## src/rtl/startup_sequencer.sv

```systemverilog
// Power-up sequencer: POR settle delay, then audio/video/engine bring-up
// with per-stage ready timeout, runtime health check and soft restart.
module startup_sequencer #(
  parameter int POR_CYCLES     = 4096,
  parameter int TIMEOUT_CYCLES = 65535,
  parameter int CNT_W          = 16
) (
  input  logic       clk_i,
  input  logic       rst_ni,
  input  logic       restart_i,
  input  logic [2:0] stage_ready_i,
  output logic [2:0] stage_en_o,
  output logic [2:0] stage_start_o,
  output logic       run_o,
  output logic       fault_o,
  output logic [1:0] fault_stage_o,
  output logic [2:0] state_dbg_o
);

  typedef enum logic [2:0] {
    POR   = 3'd0,
    STG0  = 3'd1,
    STG1  = 3'd2,
    STG2  = 3'd3,
    RUN   = 3'd4,
    FAULT = 3'd5
  } state_e;

  localparam logic [CNT_W-1:0] POR_LAST = CNT_W'(POR_CYCLES - 1);
  localparam logic [CNT_W-1:0] TO_LAST  = CNT_W'(TIMEOUT_CYCLES - 1);

  state_e           state_q, state_d;
  logic [CNT_W-1:0] cnt_q, cnt_d;
  logic [2:0]       en_q, en_d;
  logic [2:0]       start_q, start_d;
  logic             run_q, run_d;
  logic             fault_q, fault_d;
  logic [1:0]       fs_q, fs_d;

  logic [2:0] done;
  logic [2:0] drop;
  logic [1:0] k;
  logic [2:0] sel;
  logic       flt;
  logic [1:0] flt_idx;

  always_comb begin
    state_d = state_q;
    cnt_d   = cnt_q;
    en_d    = en_q;
    start_d = 3'b000;
    run_d   = run_q;
    fault_d = fault_q;
    fs_d    = fs_q;
    flt     = 1'b0;
    flt_idx = 2'd0;
    k       = state_q[1:0] - 2'd1;
    sel     = 3'b001 << k;

    // stages already brought up that must keep ready asserted
    unique case (state_q)
      STG1:    done = 3'b001;
      STG2:    done = 3'b011;
      RUN:     done = 3'b111;
      default: done = 3'b000;
    endcase
    drop = done & ~stage_ready_i;

    unique case (state_q)
      POR: begin
        if (cnt_q == POR_LAST) begin
          state_d = STG0;
          cnt_d   = '0;
          en_d    = 3'b001;
          start_d = 3'b001;
        end else begin
          cnt_d = cnt_q + 1'b1;
        end
      end
      STG0, STG1, STG2: begin
        if (|drop) begin
          flt     = 1'b1;
          flt_idx = drop[0] ? 2'd0 : (drop[1] ? 2'd1 : 2'd2);
        end else if (|(stage_ready_i & sel)) begin
          cnt_d = '0;
          if (state_q == STG2) begin
            state_d = RUN;
            run_d   = 1'b1;
            en_d    = 3'b111;
          end else begin
            state_d = state_e'(state_q + 3'd1);
            en_d    = en_q | (sel << 1);
            start_d = sel << 1;
          end
        end else if (cnt_q == TO_LAST) begin
          flt     = 1'b1;
          flt_idx = k;
        end else begin
          cnt_d = cnt_q + 1'b1;
        end
      end
      RUN: begin
        if (|drop) begin
          flt     = 1'b1;
          flt_idx = drop[0] ? 2'd0 : (drop[1] ? 2'd1 : 2'd2);
        end
      end
      default: ;
    endcase

    if (flt) begin
      state_d = FAULT;
      cnt_d   = '0;
      en_d    = 3'b000;
      start_d = 3'b000;
      run_d   = 1'b0;
      fault_d = 1'b1;
      fs_d    = flt_idx;
    end

    if (restart_i) begin
      state_d = POR;
      cnt_d   = '0;
      en_d    = 3'b000;
      start_d = 3'b000;
      run_d   = 1'b0;
      fault_d = 1'b0;
      fs_d    = 2'd0;
    end
  end

  always_ff @(posedge clk_i or negedge rst_ni) begin
    if (!rst_ni) begin
      state_q <= POR;
      cnt_q   <= '0;
      en_q    <= 3'b000;
      start_q <= 3'b000;
      run_q   <= 1'b0;
      fault_q <= 1'b0;
      fs_q    <= 2'd0;
    end else begin
      state_q <= state_d;
      cnt_q   <= cnt_d;
      en_q    <= en_d;
      start_q <= start_d;
      run_q   <= run_d;
      fault_q <= fault_d;
      fs_q    <= fs_d;
    end
  end

  assign stage_en_o    = en_q;
  assign stage_start_o = start_q;
  assign run_o         = run_q;
  assign fault_o       = fault_q;
  assign fault_stage_o = fs_q;
  assign state_dbg_o   = state_q;

endmodule

```

## config.mk

```make
export PLATFORM = sky130hd
export DESIGN_NAME = startup_sequencer
export DESIGN_NICKNAME = d
export VERILOG_FILES = /design/src/rtl/startup_sequencer.sv
export SDC_FILE = /design/constraint.sdc
export NUM_CORES = 1
export LEC_CHECK = 0
export ABC_AREA = 1
export CAP_MARGIN = 10
export CORE_MARGIN = 1
export CORE_UTILIZATION = 44
export CTS_CLUSTER_DIAMETER = 40
export CTS_CLUSTER_SIZE = 14
export DETAILED_ROUTE_END_ITERATION = 16
export RECOVER_POWER = 100
export SYNTH_ARGS = -nofsm -noshare
export SYNTH_HDL_FRONTEND = slang
export SYNTH_SLANG_ARGS = --single-unit
```

## constraint.sdc

```tcl
create_clock -name clk_i -period 3 [get_ports clk_i]
set_input_delay 0.45 -clock clk_i [delete_from_list [all_inputs] [get_ports clk_i]]
set_output_delay 0.45 -clock clk_i [all_outputs]
set_load 0.01 [all_outputs]
```

==> run summary, run 1 <==
Outcome: complete, but fails checks
Failing checks: capacitance limit, slew limit
Die Height: 71.94 µm
DRC: 0
Die Wd: 71.94 µm
PwrDens: 704.8 nW/µm²
Clock Latency Late Sink: 0.28 ns
Via-to-Cell Ratio: 5.177
CTS Buf Count: 5
Initial antenna violation count: 0
Clock Sinks: 29
Worst Slack Setup Final: 0.4603 ns
TritonCTS clock tree: built
Post-CTS setup buffers: 0
Initial Util: 45.56%
Seq/Total Area, Yosys: 33.72%
Leakage: 0.001249 µW
Detailed Place HPWL: 4015 µm
Worst vdd ir: 0.3672 mV
Max Slew Vio Count: 30
Layout area overhead: 14.19%
Routed Antenna Nets: 0
Placed Area: 2382 µm²
Avg Inst Size Synth: 6.965 µm²
Minimum clock period: 2.540 ns
# IOs: 19
Max clock buf depth: 2
Synth Instances: 309
Nets: 342
CTS HTree Levels: 2
DP Worst Slack: 0.6184 ns
Via count: 2,050
Final GP Congestion: 0.8899
First-pass GRT wire length: 9301 µm
Port buffer count: 18
Post-Syn Nets: 322
Final setup viols: 0
Crit end category: flip-flop
Row count: 25
Yosys warns: 0
Crit Path Max Fanout: 31
RSZ-0062 raised after global routing: no
Total grt overflow: 0
Hold_buf cts: 0
Avg WL per Cell: 13.72 µm
Commonest cells after routing, fill and taps aside: 80 x nand2_1, 50 x nand3_1, 35 x nor2_1, 31 x inv_1, 29 x dfrtp_1
Leading cell type in the layout, fill and taps excluded: nand2_1
Slew margin rel.: -8.470%
Core area: 4723 µm²
Post-Route WL: 5434 µm
Die area: 5175 µm²
Final hold vios: 0
Largest net degree at the start of global routing: 32
Worst Hold Class: flip-flop to flip-flop
Final Skew: 0.007182 ns
Critical Path RT: 3.18 ns
Clock-pin slew on the worst setup and hold paths: 0.06 ns
Root Buffer: clkbuf_8
CP arrival: 2.72 ns
Cell Area, Synth: 2152 µm²
First DRT Iteration DRCs: 166
Diode count: 0
Distinct cells, synth: 28
Post-synthesis register bit count: 29
Finished Cell Area: 2457 µm²
# Max-Cap Violations: 1
GRT Total Usage: 23.54%
WS Path Type: flip-flop to flip-flop
Worst Tran Pin Value: 1.627 ns
Share of cells above drive strength 1: 7.599%
Setup TNS: 0 ns
Peak Freq: 393.8 MHz
Crit path launch type: flip-flop
Final worst-path cycle share: 84.66%
Number of global-route vias before repair: 1,945
Cts repair resizes: 0
Detailed Routing Iterations Pass 1: 5
metrics by stage:
stage	instances	utilization (%)	hold slack (ns)	total power, µW
after CTS	396	52.26	0.4872	1767
final	396	52.03	0.4769	1732
after global routing	396	52.03	0.5047	1897
after global placement	389	50.44	0.4687	1440
after floorplan	309	-	0.1544	1169
after detailed placement	389	50.44	0.4699	1433
flip-flops by register name, indices dropped and copies added (netlist names):
signal         flops
cnt_q             16
fault_o            1
fault_stage_o      2
run_o              1
stage_start_o      3
stage_en_o         3
state_dbg_o        3
critical path: stages, from the launching register on:
cell and delay [ns]:
dfrtp_1 0.41, inv_1 0.14, ha_1 0.25, inv_1 0.09, a21oi_2 0.13, inv_1 0.28, nand2_1 0.17, nand2_4 0.12
nand2_4 0.10, nor2_8 0.36, inv_1 0.17, nor3_1 0.20
cell usage after synthesis:
cell type | n | area, µm²
xnor2_1 | 2 | 17.52
inv_2 | 2 | 7.510
clkbuf_1 | 3 | 11.26
a21oi_2 | 2 | 17.52
o21ai_0 | 4 | 20.02
buf_8 | 1 | 15.01
nor2_2 | 3 | 18.77
nand2_4 | 3 | 33.78
nand3_1 | 50 | 250.2
ha_1 | 7 | 87.58
a31oi_1 | 1 | 6.260
o21bai_1 | 1 | 7.510
nand2_1 | 79 | 296.5
inv_1 | 30 | 112.6
nor2_1 | 35 | 131.4
nand4_1 | 18 | 112.6
nand3b_1 | 2 | 15.01
nor2_8 | 1 | 20.02
o21ai_4 | 1 | 16.27
nor3_1 | 6 | 30.03
nand3_2 | 1 | 10.01
nand2_2 | 5 | 31.28
dfrtp_1 | 29 | 725.7
o311ai_0 | 1 | 8.760
buf_2 | 3 | 15.01
a21oi_1 | 10 | 50.05
xor2_1 | 7 | 61.31
buf_6 | 2 | 22.52
report_power, final:
| group | switching (µW) | internal (µW) | leakage (µW) |
|---|---|---|---|
| clock | 143 | 182 | 0.0000443 |
| combinational | 585 | 276 | 0.000806 |
| sequential | 90.6 | 455 | 0.000399 |
| total | 819 | 913 | 0.00125 |
final timing paths:
check / endpoint / slack (ns) / depth (start not counted) / startpoint
max: stage_start_o[2]$_DFF_PN0_ / 0.46 / 11 / state_dbg_o[0]$_DFFE_PN0P_
min: fault_stage_o[0]$_DFFE_PN0P_ / 0.48 / 2 / fault_stage_o[0]$_DFFE_PN0P_
max reg2reg: stage_start_o[2]$_DFF_PN0_ / 0.46 / 11 / state_dbg_o[0]$_DFFE_PN0P_
min reg2reg: fault_stage_o[0]$_DFFE_PN0P_ / 0.48 / 2 / fault_stage_o[0]$_DFFE_PN0P_
max in group asynchronous: stage_en_o[2]$_DFFE_PN0P_ / 0.94 / 2 / rst_ni
min in group asynchronous: cnt_q[9]$_DFFE_PN0P_ / 1.11 / 2 / rst_ni
kinds of logic after synthesis:
| family | Yosys count | share of synthesized area (%) |
|---|---|---|
| buffers and inverters | 41 | 8.546 |
| flip-flops | 29 | 33.72 |
| AO/OA/AOI/OAI | 20 | 5.873 |
| adder cells (fa/ha/maj) | 7 | 4.070 |
| XOR/XNOR | 9 | 3.663 |
| AND/OR/NAND/NOR | 203 | 44.13 |
final cells by class:
class                   instances  area, µm²
flip-flops and latches         29      725.7
well taps                      67      83.83
inverters                      32      120.1
multi-input cells             239       1235
fillers                       496       2266
repair buffers                 22      206.4
clock buffers                   7      86.33
metal layers:
metal | track usage (%) | vias to the layer above | wire (µm)
met1 | 32.07 | 927 | 2651
met3 | 3.889 | 10 | 216
li1 | - | 1060 | -
met2 | 37.00 | 53 | 2451
met5 | 0 | - | 0
met4 | 10.46 | 0 | 114
No activity file was read; power rests on OpenSTA's default activity.
==> inputs of run 2 (changes only) <==
PLACE_DENSITY = 0.66   (was default)
clock period = 2.1 ns   (was 3 ns; I/O delays follow)
==> run summary, run 2 (synthesis gave the netlist of run 1 again) <==
Initial Util: 45.56% (unchanged)
WS Path Type: flip-flop to flip-flop
CP arrival: 2.18 ns (-0.54 ns)
FF-to-FF setup slack: 0.14 ns (-0.32 ns)
Diode count: 0 (unchanged)
Hold_buf cts: 0 (unchanged)
Initial antenna violation count: 0 (unchanged)
PwrDens: 1004 nW/µm² (+42%)
Final Skew: 0.01099 ns (+0.003812 ns)
First-pass GRT wire length: 9114 µm (-2.0%)
Total grt overflow: 0 (unchanged)
Detailed Place HPWL: 3973 µm (-1.0%)
Peak Freq: 510.7 MHz (+30%)
Finished Cell Area: 2584 µm² (+5.1%)
Setup TNS: 0 ns (unchanged)
Slew margin rel.: 51.52% (+60 points)
Avg WL per Cell: 13.24 µm (-3.5%)
Outcome: completed
# Max-Cap Violations: 0 (-1)
RSZ-0062 raised after global routing: no
Most flop-heavy register: cnt_q
Final worst-path cycle share: 93.25% (+8.6 points)
Row count: 25 (unchanged)
Number of fill cells in the layout: 461 (-7.1%)
CTS Buf Count: 5 (unchanged)
Clock Sinks: 29 (unchanged)
Critical Path RT: 2.32 ns (-0.86 ns)
WHS: 0.4811 ns (+0.004217 ns)
Detailed Routing Iterations Pass 1: 4 (-1)
TritonCTS clock tree: built
Share of cells above drive strength 1: 13.70% (+6.1 points)
Reg2Reg Depth: 13 (+2)
Final setup viols: 0 (unchanged)
Via count: 2,106 (+2.7%)
Max Slew Vio Count: 0 (-100%)
Crit end category: flip-flop
Clock-pin slew on the worst setup and hold paths: 0.06 ns (about the same)
Final GP Congestion: 0.9334 (+4.9%)
Port buffer count: 18 (unchanged)
Largest net degree at the start of global routing: 30 (-6.3%)
Die area: 5175 µm² (unchanged)
Via-to-Cell Ratio: 5.137 (-0.78%)
Routed Antenna Nets: 0 (unchanged)
Nets: 355 (+3.8%)
Worst Tran Pin Value: 0.7271 ns (-0.8999 ns)
Die Wd: 71.94 µm (unchanged)
Crit Path Max Fanout: 6 (-81%)
Worst vdd ir: 0.5585 mV (+52%)
Minimum clock period: 1.958 ns (-0.5815 ns)
Commonest cells after routing, fill and taps aside: 78 x nand2_1, 50 x nand3_1, 35 x nor2_1, 29 x dfrtp_1, 28 x inv_1
GRT Total Usage: 22.74% (-0.81 points)
Clock Latency Late Sink: 0.29 ns (about the same)
Leakage: 0.001321 µW (+5.7%)
Number of global-route vias before repair: 1,997 (+2.7%)
# IOs: 19 (unchanged)
Largest register FFs: 16 (unchanged)
Core area: 4723 µm² (unchanged)
Leading cell type in the layout, fill and taps excluded: nand2_1
CTS HTree Levels: 2 (unchanged)
Worst Hold Class: flip-flop to flip-flop
Post-Route WL: 5427 µm (-0.13%)
Max clock buf depth: 2 (unchanged)
Layout area overhead: 20.06%
Crit path launch type: flip-flop
Final hold vios: 0 (unchanged)
Hold Path Stages: 2 (unchanged)
First DRT Iteration DRCs: 150 (-9.6%)
Root Buffer: clkbuf_8
Placed Area: 2457 µm² (+3.2%)
DRC: 0 (unchanged)
Die Height: 71.94 µm (unchanged)
## run 2: critical path: stages (launching register included)
cell and delay (ns):
dfrtp_1 0.41, inv_1 0.09, ha_1 0.21, nand2_2 0.11
nand2_2 0.09, o21ai_4 0.15, nand3_2 0.11, nand2_4 0.09
nand2_4 0.09, nor2_8 0.17, buf_6 0.15, buf_4 0.10
nand3_1 0.05, nand2_1 0.07
## run 2: power by group
group	total [µW]	leakage (µW)	switching, µW	internal, µW
registers	781	0.000399	131	650
logic	1350	0.000878	858	494
clock network	460	0.0000439	232	228
## run 2: worst paths after layout
| check | start | end |
|---|---|---|
| min in group asynchronous | rst_ni | cnt_q[1]$_DFFE_PN0P_ |
| hold reg to reg | fault_stage_o[0]$_DFFE_PN0P_ | fault_stage_o[0]$_DFFE_PN0P_ |
| hold / removal | fault_stage_o[0]$_DFFE_PN0P_ | fault_stage_o[0]$_DFFE_PN0P_ |
| max in group asynchronous | rst_ni | state_dbg_o[0]$_DFFE_PN0P_ |
| setup reg to reg | state_dbg_o[1]$_DFFE_PN0P_ | stage_en_o[1]$_DFFE_PN0P_ |
| setup / recovery | state_dbg_o[1]$_DFFE_PN0P_ | stage_en_o[1]$_DFFE_PN0P_ |
## run 2: timing repair
| action | CTS | global route |
|---|---|---|
| resized for setup | 0 | 10 |
| buffers inserted | 0 | 3 |
| setup endpoints to repair | 0 | 20 |
| hold endpoints to repair | 0 | 0 |
## run 2: layer usage
metal / global-route usage, % / part of all wire, % / vias up
li1: - / - / 1085
met5: 0 / 0 / -
met4: 8.932 / 1.8 / 0
met3: 3.889 / 2.9 / 10
met1: 28.47 / 46 / 975
met2: 39.20 / 50 / 36
## run 2: cell type report
type | instances | area, µm² | area share (%)
clock inverters | 3 | 17.52 | 0.6780
flip-flops and latches | 29 | 725.7 | 28.09
well taps | 67 | 83.83 | 3.245
clock buffers | 5 | 68.82 | 2.663
repair buffers | 35 | 312.8 | 12.11
multi-input cells | 239 | 1255 | 48.57
inverters | 32 | 120.1 | 4.649
## run 2: through the flow
step | power, µW | instances | setup slack, ns | util [%]
2_1_floorplan | 1670 | 309 | 0.2093 | -
6_report | 2593 | 410 | 0.1418 | 54.70
5_1_grt | 2802 | 410 | 0.01395 | 54.70
3_5_place_dp | 2122 | 399 | 0.04791 | 52.03
3_3_place_gp | 2109 | 399 | 0.1350 | 52.03
4_1_cts | 2585 | 407 | 0.04498 | 53.85
